## config.mk

```make
export PLATFORM = sky130hd
export DESIGN_NAME = mem_responder_flat
export DESIGN_NICKNAME = d
export VERILOG_FILES = /design/src/rtl/mem_responder_pkg.sv /design/src/rtl/mem_responder_if.sv /design/src/rtl/rr_arbiter.sv /design/src/rtl/mem_responder.sv /design/src/flat_wrapper.sv
export SDC_FILE = /design/constraint.sdc
export NUM_CORES = 2
export LEC_CHECK = 0
export CORE_MARGIN = 5
export CORE_UTILIZATION = 45
export CTS_BUF_LIST = sky130_fd_sc_hd__clkbuf_8 sky130_fd_sc_hd__clkbuf_16
export DETAILED_ROUTE_END_ITERATION = 16
export PLACE_DENSITY = 0.65
export SLEW_MARGIN = 20
export SYNTH_ARGS = -nofsm -noshare
export SYNTH_HDL_FRONTEND = slang
export SYNTH_HIERARCHICAL = 1
export SYNTH_SLANG_ARGS = --single-unit
```

## constraint.sdc

```tcl
create_clock -name clk -period 7.94 [get_ports clk]
set_input_delay 0.794 -clock clk [delete_from_list [all_inputs] [get_ports clk]]
set_output_delay 0.794 -clock clk [all_outputs]
set_load 0.005 [all_outputs]
```

## src/rtl/mem_responder_pkg.sv

```systemverilog
// Shared types for the memory responder: FSM state, operation kind and
// channel-index sizing.
package mem_responder_pkg;

  typedef enum logic {
    IDLE,
    BUSY
  } state_t;

  typedef enum logic {
    OP_READ,
    OP_WRITE
  } op_t;

  localparam int unsigned CNT_BITS = 4;

  function automatic int unsigned chan_bits(input int unsigned n);
    return (n > 1) ? $clog2(n) : 1;
  endfunction

endpackage

```

## src/rtl/mem_responder_if.sv

```systemverilog
// Per-channel valid/ready memory bus plus the preload path and debug status.
interface mem_responder_if #(
  parameter int unsigned NUM_CHANNELS = 2,
  parameter int unsigned ADDR_BITS    = 8,
  parameter int unsigned DATA_BITS    = 16
);
  logic [NUM_CHANNELS-1:0]           ch_read_valid;
  logic [NUM_CHANNELS*ADDR_BITS-1:0] ch_read_address;
  logic [NUM_CHANNELS-1:0]           ch_read_ready;
  logic [NUM_CHANNELS*DATA_BITS-1:0] ch_read_data;
  logic [NUM_CHANNELS-1:0]           ch_write_valid;
  logic [NUM_CHANNELS*ADDR_BITS-1:0] ch_write_address;
  logic [NUM_CHANNELS*DATA_BITS-1:0] ch_write_data;
  logic [NUM_CHANNELS-1:0]           ch_write_ready;
  logic                              init_write_en;
  logic [ADDR_BITS-1:0]              init_address;
  logic [DATA_BITS-1:0]              init_data;
  logic                              busy;
  logic [7:0]                        grant_channel;

  modport master (
    output ch_read_valid, ch_read_address, ch_write_valid, ch_write_address,
           ch_write_data, init_write_en, init_address, init_data,
    input  ch_read_ready, ch_read_data, ch_write_ready, busy, grant_channel
  );

  modport slave (
    input  ch_read_valid, ch_read_address, ch_write_valid, ch_write_address,
           ch_write_data, init_write_en, init_address, init_data,
    output ch_read_ready, ch_read_data, ch_write_ready, busy, grant_channel
  );
endinterface

```

## src/rtl/rr_arbiter.sv

```systemverilog
// Combinational round-robin arbiter: first requester after ptr, with wrap-around.
module rr_arbiter
  import mem_responder_pkg::*;
#(
  parameter int unsigned NUM_CHANNELS = 2
) (
  input  logic [NUM_CHANNELS-1:0]              req,
  input  logic [chan_bits(NUM_CHANNELS)-1:0]   ptr,
  output logic [NUM_CHANNELS-1:0]              grant,
  output logic [chan_bits(NUM_CHANNELS)-1:0]   grant_idx,
  output logic                                 any_grant
);
  localparam int unsigned CH_BITS = chan_bits(NUM_CHANNELS);

  logic [CH_BITS-1:0] sel;

  always_comb begin
    grant     = '0;
    grant_idx = '0;
    any_grant = 1'b0;
    sel       = '0;
    for (int unsigned off = 1; off <= NUM_CHANNELS; off++) begin
      sel = CH_BITS'((32'(ptr) + off) % NUM_CHANNELS);
      if (!any_grant && req[sel]) begin
        grant[sel] = 1'b1;
        grant_idx  = sel;
        any_grant  = 1'b1;
      end
    end
  end

endmodule

```

## src/rtl/mem_responder.sv

```systemverilog
// Memory-side responder: round-robin serialises channel reads/writes against
// an on-chip word array with a fixed grant-to-ready latency.
module mem_responder
  import mem_responder_pkg::*;
#(
  parameter int unsigned NUM_CHANNELS = 2,
  parameter int unsigned ADDR_BITS    = 8,
  parameter int unsigned DATA_BITS    = 16,
  parameter int unsigned LATENCY      = 2
) (
  input logic           clk,
  input logic           reset,
  mem_responder_if.slave bus
);
  localparam int unsigned CH_BITS = chan_bits(NUM_CHANNELS);
  localparam int unsigned DEPTH   = 2 ** ADDR_BITS;

  logic [DATA_BITS-1:0] mem [DEPTH];

  state_t                state, next_state;
  logic [CNT_BITS-1:0]   count;
  logic [CH_BITS-1:0]    ptr, lat_ch, gidx;
  op_t                   lat_op;
  logic [ADDR_BITS-1:0]  lat_addr;
  logic [DATA_BITS-1:0]  lat_data;
  logic [NUM_CHANNELS-1:0] wr_served, rd_served, wr_elig, rd_elig, grant;
  logic [NUM_CHANNELS-1:0] rd_ready, wr_ready;
  logic [NUM_CHANNELS*DATA_BITS-1:0] rd_data;
  logic [7:0]            grant_q;
  logic                  any_grant, grant_wr, grant_now, done, busy_c;

  assign wr_elig   = bus.ch_write_valid & ~wr_served;
  assign rd_elig   = bus.ch_read_valid  & ~rd_served;
  assign grant_wr  = |(grant & wr_elig);
  assign grant_now = (state == IDLE) && any_grant;
  assign done      = (state == BUSY) && (count == '0);

  rr_arbiter #(.NUM_CHANNELS(NUM_CHANNELS)) u_arb (
    .req       (wr_elig | rd_elig),
    .ptr       (ptr),
    .grant     (grant),
    .grant_idx (gidx),
    .any_grant (any_grant)
  );

  always_comb begin
    next_state = state;
    busy_c     = 1'b0;
    case (state)
      IDLE: if (any_grant) next_state = BUSY;
      BUSY: begin
        busy_c = 1'b1;
        if (count == '0) next_state = IDLE;
      end
      default: next_state = IDLE;
    endcase
  end

  always_ff @(posedge clk or negedge reset) begin
    if (!reset) begin
      state     <= IDLE;
      count     <= '0;
      ptr       <= CH_BITS'(NUM_CHANNELS - 1);
      lat_ch    <= '0;
      lat_op    <= OP_READ;
      lat_addr  <= '0;
      lat_data  <= '0;
      grant_q   <= '0;
      rd_ready  <= '0;
      wr_ready  <= '0;
      rd_data   <= '0;
      wr_served <= '0;
      rd_served <= '0;
    end else begin
      state    <= next_state;
      rd_ready <= '0;
      wr_ready <= '0;
      // Completion below re-sets the flag even if valid dropped mid-BUSY;
      // it then clears on the following edge.
      wr_served <= wr_served & bus.ch_write_valid;
      rd_served <= rd_served & bus.ch_read_valid;
      if (grant_now) begin
        lat_ch   <= gidx;
        lat_op   <= grant_wr ? OP_WRITE : OP_READ;
        lat_addr <= grant_wr ? bus.ch_write_address[32'(gidx)*ADDR_BITS +: ADDR_BITS]
                             : bus.ch_read_address[32'(gidx)*ADDR_BITS +: ADDR_BITS];
        lat_data <= bus.ch_write_data[32'(gidx)*DATA_BITS +: DATA_BITS];
        ptr      <= gidx;
        grant_q  <= 8'(gidx);
        count    <= CNT_BITS'(LATENCY - 1);
      end else if (state == BUSY) begin
        if (count == '0) begin
          if (lat_op == OP_WRITE) begin
            wr_ready[lat_ch]  <= 1'b1;
            wr_served[lat_ch] <= 1'b1;
          end else begin
            rd_data[32'(lat_ch)*DATA_BITS +: DATA_BITS] <= mem[lat_addr];
            rd_ready[lat_ch]  <= 1'b1;
            rd_served[lat_ch] <= 1'b1;
          end
        end else begin
          count <= count - 1'b1;
        end
      end
    end
  end

  // Array is not reset; async reset forces IDLE, so an uncommitted write never lands.
  always_ff @(posedge clk) begin
    if (done && lat_op == OP_WRITE)
      mem[lat_addr] <= lat_data;
    else if (state == IDLE && !any_grant && bus.init_write_en)
      mem[bus.init_address] <= bus.init_data;
  end

  assign bus.ch_read_ready  = rd_ready;
  assign bus.ch_write_ready = wr_ready;
  assign bus.ch_read_data   = rd_data;
  assign bus.busy           = busy_c;
  assign bus.grant_channel  = grant_q;

endmodule
```

## src/flat_wrapper.sv

```systemverilog
// flat-port wrapper written by rule: the top's interface ports become plain ports
module mem_responder_flat import mem_responder_pkg::*;
#(
  parameter int unsigned NUM_CHANNELS = 2,
  parameter int unsigned ADDR_BITS    = 8,
  parameter int unsigned DATA_BITS    = 16,
  parameter int unsigned LATENCY      = 2
)
  (clk, reset, bus_ch_read_valid, bus_ch_read_address, bus_ch_write_valid, bus_ch_write_address, bus_ch_write_data, bus_init_write_en, bus_init_address, bus_init_data, bus_ch_read_ready, bus_ch_read_data, bus_ch_write_ready, bus_busy, bus_grant_channel);
  mem_responder_if #(.NUM_CHANNELS(NUM_CHANNELS), .ADDR_BITS(ADDR_BITS), .DATA_BITS(DATA_BITS)) bus_i ();
  input logic clk;
  input logic reset;
  input wire logic [$bits(bus_i.ch_read_valid)-1:0] bus_ch_read_valid;
  input wire logic [$bits(bus_i.ch_read_address)-1:0] bus_ch_read_address;
  input wire logic [$bits(bus_i.ch_write_valid)-1:0] bus_ch_write_valid;
  input wire logic [$bits(bus_i.ch_write_address)-1:0] bus_ch_write_address;
  input wire logic [$bits(bus_i.ch_write_data)-1:0] bus_ch_write_data;
  input wire logic [$bits(bus_i.init_write_en)-1:0] bus_init_write_en;
  input wire logic [$bits(bus_i.init_address)-1:0] bus_init_address;
  input wire logic [$bits(bus_i.init_data)-1:0] bus_init_data;
  output wire logic [$bits(bus_i.ch_read_ready)-1:0] bus_ch_read_ready;
  output wire logic [$bits(bus_i.ch_read_data)-1:0] bus_ch_read_data;
  output wire logic [$bits(bus_i.ch_write_ready)-1:0] bus_ch_write_ready;
  output wire logic [$bits(bus_i.busy)-1:0] bus_busy;
  output wire logic [$bits(bus_i.grant_channel)-1:0] bus_grant_channel;
  assign bus_i.ch_read_valid = bus_ch_read_valid;
  assign bus_i.ch_read_address = bus_ch_read_address;
  assign bus_i.ch_write_valid = bus_ch_write_valid;
  assign bus_i.ch_write_address = bus_ch_write_address;
  assign bus_i.ch_write_data = bus_ch_write_data;
  assign bus_i.init_write_en = bus_init_write_en;
  assign bus_i.init_address = bus_init_address;
  assign bus_i.init_data = bus_init_data;
  assign bus_ch_read_ready = bus_i.ch_read_ready;
  assign bus_ch_read_data = bus_i.ch_read_data;
  assign bus_ch_write_ready = bus_i.ch_write_ready;
  assign bus_busy = bus_i.busy;
  assign bus_grant_channel = bus_i.grant_channel;
  mem_responder #(.NUM_CHANNELS(NUM_CHANNELS), .ADDR_BITS(ADDR_BITS), .DATA_BITS(DATA_BITS), .LATENCY(LATENCY)) u_core (.clk(clk), .reset(reset), .bus(bus_i));
endmodule
```

==> qor.txt <==
=================================================================================================
Number of distinct library cell variants in the gate-level netlist after synthesis             87
Filler Cells Inserted                                                                      27,872
Logic pwr share                                                                             31.5%
FFs w/ async S/R, synth                                                                     1.73%
Class of the tightest hold or removal check                                          input port to flip-flop
Area fraction of the dominant cell type after synthesis                                     76.1%
Kind of start point of the critical path                                                flip-flop
Total half-perimeter wirelength after legalization and detailed placement            283,000 microns
Total internal power                                                                      45.2 mW
Cell Count Post-Placement                                                                  12,469
Wire length per cell after detailed routing                                          34.7 microns
Final layout net count                                                                      8,211
Initial Util                                                                                45.1%
Avg Inst Size Synth                                                                    21.3 sq um
Detailed-route DRC error count                                                                  0
Fin Clk Skew                                                                            0.0432 ns
Area of the die                                                                      371,000 sq um
Top-level port count                                                                          140
CTS tree                                                                                    built
Overall die height                                                                    609 microns
Dominant cells by area after synthesis                                               edfxtp_1, mux4_2, mux2i_1
Total detailed-routing wirelength                                                    460,000 microns
Core area                                                                            358,000 sq um
Post-DRT Antenna Nets                                                                           0
Routability Congestion                                                                      0.938
Dominant cell type by count on the critical path                                           buf_12
CP arrival                                                                                6.06 ns
Rows                                                                                          220
Hold path startpoint                                                                 bus_ch_read_valid[1]
Count of endpoints failing setup in the final report                                            0
Period utilisation layout                                                                   66.2%
Global router's overall resource usage                                                      24.3%
Port bufs                                                                                     132
Post-synthesis register bit count                                                           4,168
F_max                                                                                     190 MHz
Peak VDD IR                                                                                350 uV
Latest clock arrival within the worst-skew pair                                           0.96 ns
Post-layout minimum cycle time                                                            5.25 ns
Number of synthesized flops with an enable pin                                              4,096
Syn. warnings                                                                                   6
Most used DFF post-synth                                                                 edfxtp_1
Total clock sinks                                                                           4,168
Crit. End Element                                                                       flip-flop
Required arrival time at the worst endpoint                                               8.74 ns
First-pass GRT wire length                                                           641,000 microns
Slack of the worst reg-to-reg path                                                        2.69 ns
Destination of the worst register-to-register timing path                            u_core/bus.ch_read_data[21]
Sequential share of power                                                                   40.6%
Filler-free cell count of the finished design                                              13,239
Worst reg-to-reg path cell count                                                                8
H-tree level count                                                                              5
Worst setup timing slack at the placement stage                                           2.17 ns
Max-capacitance violation count                                                                 0
Sequential-to-total area share from yosys stat                                              77.2%
PD cells                                                                              376 nW/um^2
Reg2Reg Launch Point                                                                 u_core/lat_addr[1]
Via count of the first global-routing pass                                                 81,423
Leakage power                                                                             58.0 nW
Result of the run                                                                       completed
Clock group share of total power                                                            27.9%
Number of buffers added by the clock tree synthesis step                                      414
Ratio of routed vias to standard cells                                                       6.27
Unrepaired setup endpoints after global routing                                                no
Final hold vios                                                                                 0
Total congestion overflow after global routing                                                  0
Ratio of cells with drive above 1 in the final layout                                       22.9%
Least-Margin Pin Slew                                                                     1.40 ns
Cell type of the slowest stage on the worst timing path                                   dfrtp_4
Crit path buffers/inverters                                                                     2
Class of the most critical setup path                                                flip-flop to flip-flop
Buffer count from post-CTS setup fixing                                                         0
Synthesized instance count                                                                  7,592
Hold EP                                                                              u_core/rd_served[1]
Relative max-transition margin                                                              5.75%
Maximum number of pins on one net before global-route repair                                  163
Number of antenna violations at the first check in global routing                              29
Layout overhead on the synthesized area                                                     13.3%
Buffer levels on the longest clock path                                                         4
Largest area contributor in the netlist                                                  edfxtp_1
Worst path max stage delay                                                                0.93 ns
Number of gates given a new drive strength after cts                                            0
Pre-Repair DR Iteration Count                                                                   8
Area used by multi-input combinational logic                                         33,900 sq um
Number of instances on the worst hold path                                                      3
Via Count                                                                                  83,069
Switch share                                                                                34.4%
Cells along the critical path                                                        buf_12 > buf_12 > mux4_2 > a22o_1 > o21ai_0 > nand4_1 > o221ai_2 > o21ai_1
Worst-path fanout max                                                                          97
CTS Root Buffer Type                                                                    clkbuf_16
Min setup slack post-route                                                                2.69 ns
Total count of max-transition violations in the final report                                    0
Synthesized cell area                                                                162,000 sq um
Clock-pin slew on the worst setup and hold paths                                          0.06 ns
Area of all sequential standard cells                                                125,000 sq um
Worst hold slack                                                                         0.445 ns
Cell family contributing the most delay on the critical path                         compound AO/OA/AOI/OAI gates
Setup Total Neg Slack                                                                        0 ns
Switching component of the power                                                          23.7 mW
Horiz. Die Dim                                                                        609 microns
First-iteration detailed-routing DRC count                                                 12,798
=================================================================================================
## power by group through the flow
stage	Clock [mW]	Combinational (mW)	Sequential [mW]
6_report	19.2	21.7	28.0
5_1_grt	20.4	22.2	27.9
4_1_cts	19.4	21.4	28.0
3_5_place_dp	0	21.3	28.4
3_3_place_gp	0	21.0	28.4
2_1_floorplan	0	12.3	29.1
## cell usage after synthesis, types with 18 or more instances
cell,instances
mux2_2,20
nand2_1,342
buf_6,50
mux4_1,61
buf_4,65
a22oi_1,234
clkbuf_1,136
edfxtp_1,4096
o21ai_0,71
nor3_1,19
buf_12,20
a21oi_1,110
o22ai_1,99
mux4_2,804
nor2_1,301
buf_2,112
nor4_1,19
a22o_1,19
dfrtp_1,71
a31oi_1,34
mux2i_1,444
nand3_1,95
o221ai_1,22
buf_8,35
a211oi_1,26
o31ai_1,18
## state kept, by name (all words and copies together) (netlist names), 2 cells and up
signal                     flops
u_core/wr_served               2
u_core/bus.ch_write_ready      2
u_core/lat_data               16
u_core/count                   4
u_core/bus.ch_read_ready       2
u_core/rd_served               2
u_core/mem                  4096
u_core/bus.ch_read_data       32
u_core/lat_addr                8
## final cells by class
type / count / area share [%]
clock inverter: 324 / 1.49
clock buffer: 424 / 5.77
multi-input combinational: 2966 / 18.5
tap: 4773 / 3.26
sequential: 4168 / 68.2
timing repair buffer: 549 / 2.71
antenna: 19 / 0.0260
inverter: 16 / 0.0369
## worst reg2reg max path, stage by stage (launching register included)
cell      delay, ns
dfrtp_4        0.93
buf_12         0.46
buf_12         0.60
mux4_2         0.58
a22o_1         0.28
o21ai_0        0.92
nand4_1        0.53
o221ai_2       0.68
o21ai_1        0.13
## how the worst max path moves through the flow
stage / cells after the start / slack (ns) / to / from
finish: 8 / 2.69 / u_core/bus.ch_read_data[21] / u_core/lat_addr[1]
global route: 9 / 2.72 / u_core/bus.ch_read_data[13] / u_core/lat_addr[0]
CTS: 9 / 2.68 / u_core/bus.ch_read_data[26] / u_core/lat_addr[0]
detailed placement: 11 / 2.17 / u_core/mem[140][10] / bus_ch_write_valid[0]
global placement: 12 / 2.13 / u_core/mem[154][12] / bus_ch_write_valid[0]
floorplan: 10 / 1.69 / u_core/mem[0][10] / bus_ch_write_valid[1]
## kinds of logic (layout without fill, tap and decap cells)
kind of cell / after synthesis / in the layout / share of synthesized area (%)
flops: 4168 / 4168 / 77.2
mux: 1329 / 1329 / 15.1
simple gates: 849 / 849 / 2.24
compound gates: 779 / 779 / 3.36
buf+inv: 464 / 1313 / 2.07
fa+ha+maj: 1 / 1 / 0.00774
other cells: 1 / 26 / 0.00232
xor+xnor: 1 / 1 / 0.00542
## per-layer routing
metal / vias to the layer above / part of all wire [%] / track usage, % / wire length [microns]
met2: 5405 / 46 / 37.1 / 211000
met5: - / 0.060 / 0.232 / 278
met3: 985 / 12 / 5.94 / 53600
li1: 32847 / - / - / -
met4: 8 / 5.5 / 11.1 / 25200
met1: 43824 / 37 / 33.2 / 169000
## metrics by stage
step	total power, mW	instance area (sq um)	util (%)
after floorplan	41.3	162000	-
after global placement	49.4	170000	47.3
after detailed placement	49.8	170000	47.3
after CTS	68.8	183000	51.0
after global routing	70.5	183000	51.1
final	68.8	183000	51.1
## layout by cell type, fill, tap and decap left out, types with 19 or more instances in the layout
master	instances
a211oi_1	26
a21oi_1	109
a22o_1	19
a22oi_1	234
a31oi_1	34
buf_12	37
buf_4	377
bufinv_16	44
clkbuf_16	419
clkdlybuf4s50_1	131
clkinv_1	92
clkinv_2	66
dfrtp_1	65
diode_2	19
edfxtp_1	4096
inv_1	97
mux2_2	20
mux2i_1	444
mux4_1	61
mux4_2	804
nand2_1	324
nand3_1	94
nor2_1	248
nor2_2	50
o21ai_0	71
o221ai_1	22
o22ai_1	99
## repair_timing
action                     4_1_cts  5_1_grt
hold endpoints to repair         7        0
hold buffers                     1        0
setup endpoints to repair        0        0
Note: power is estimated with default switching activity, not from simulation.
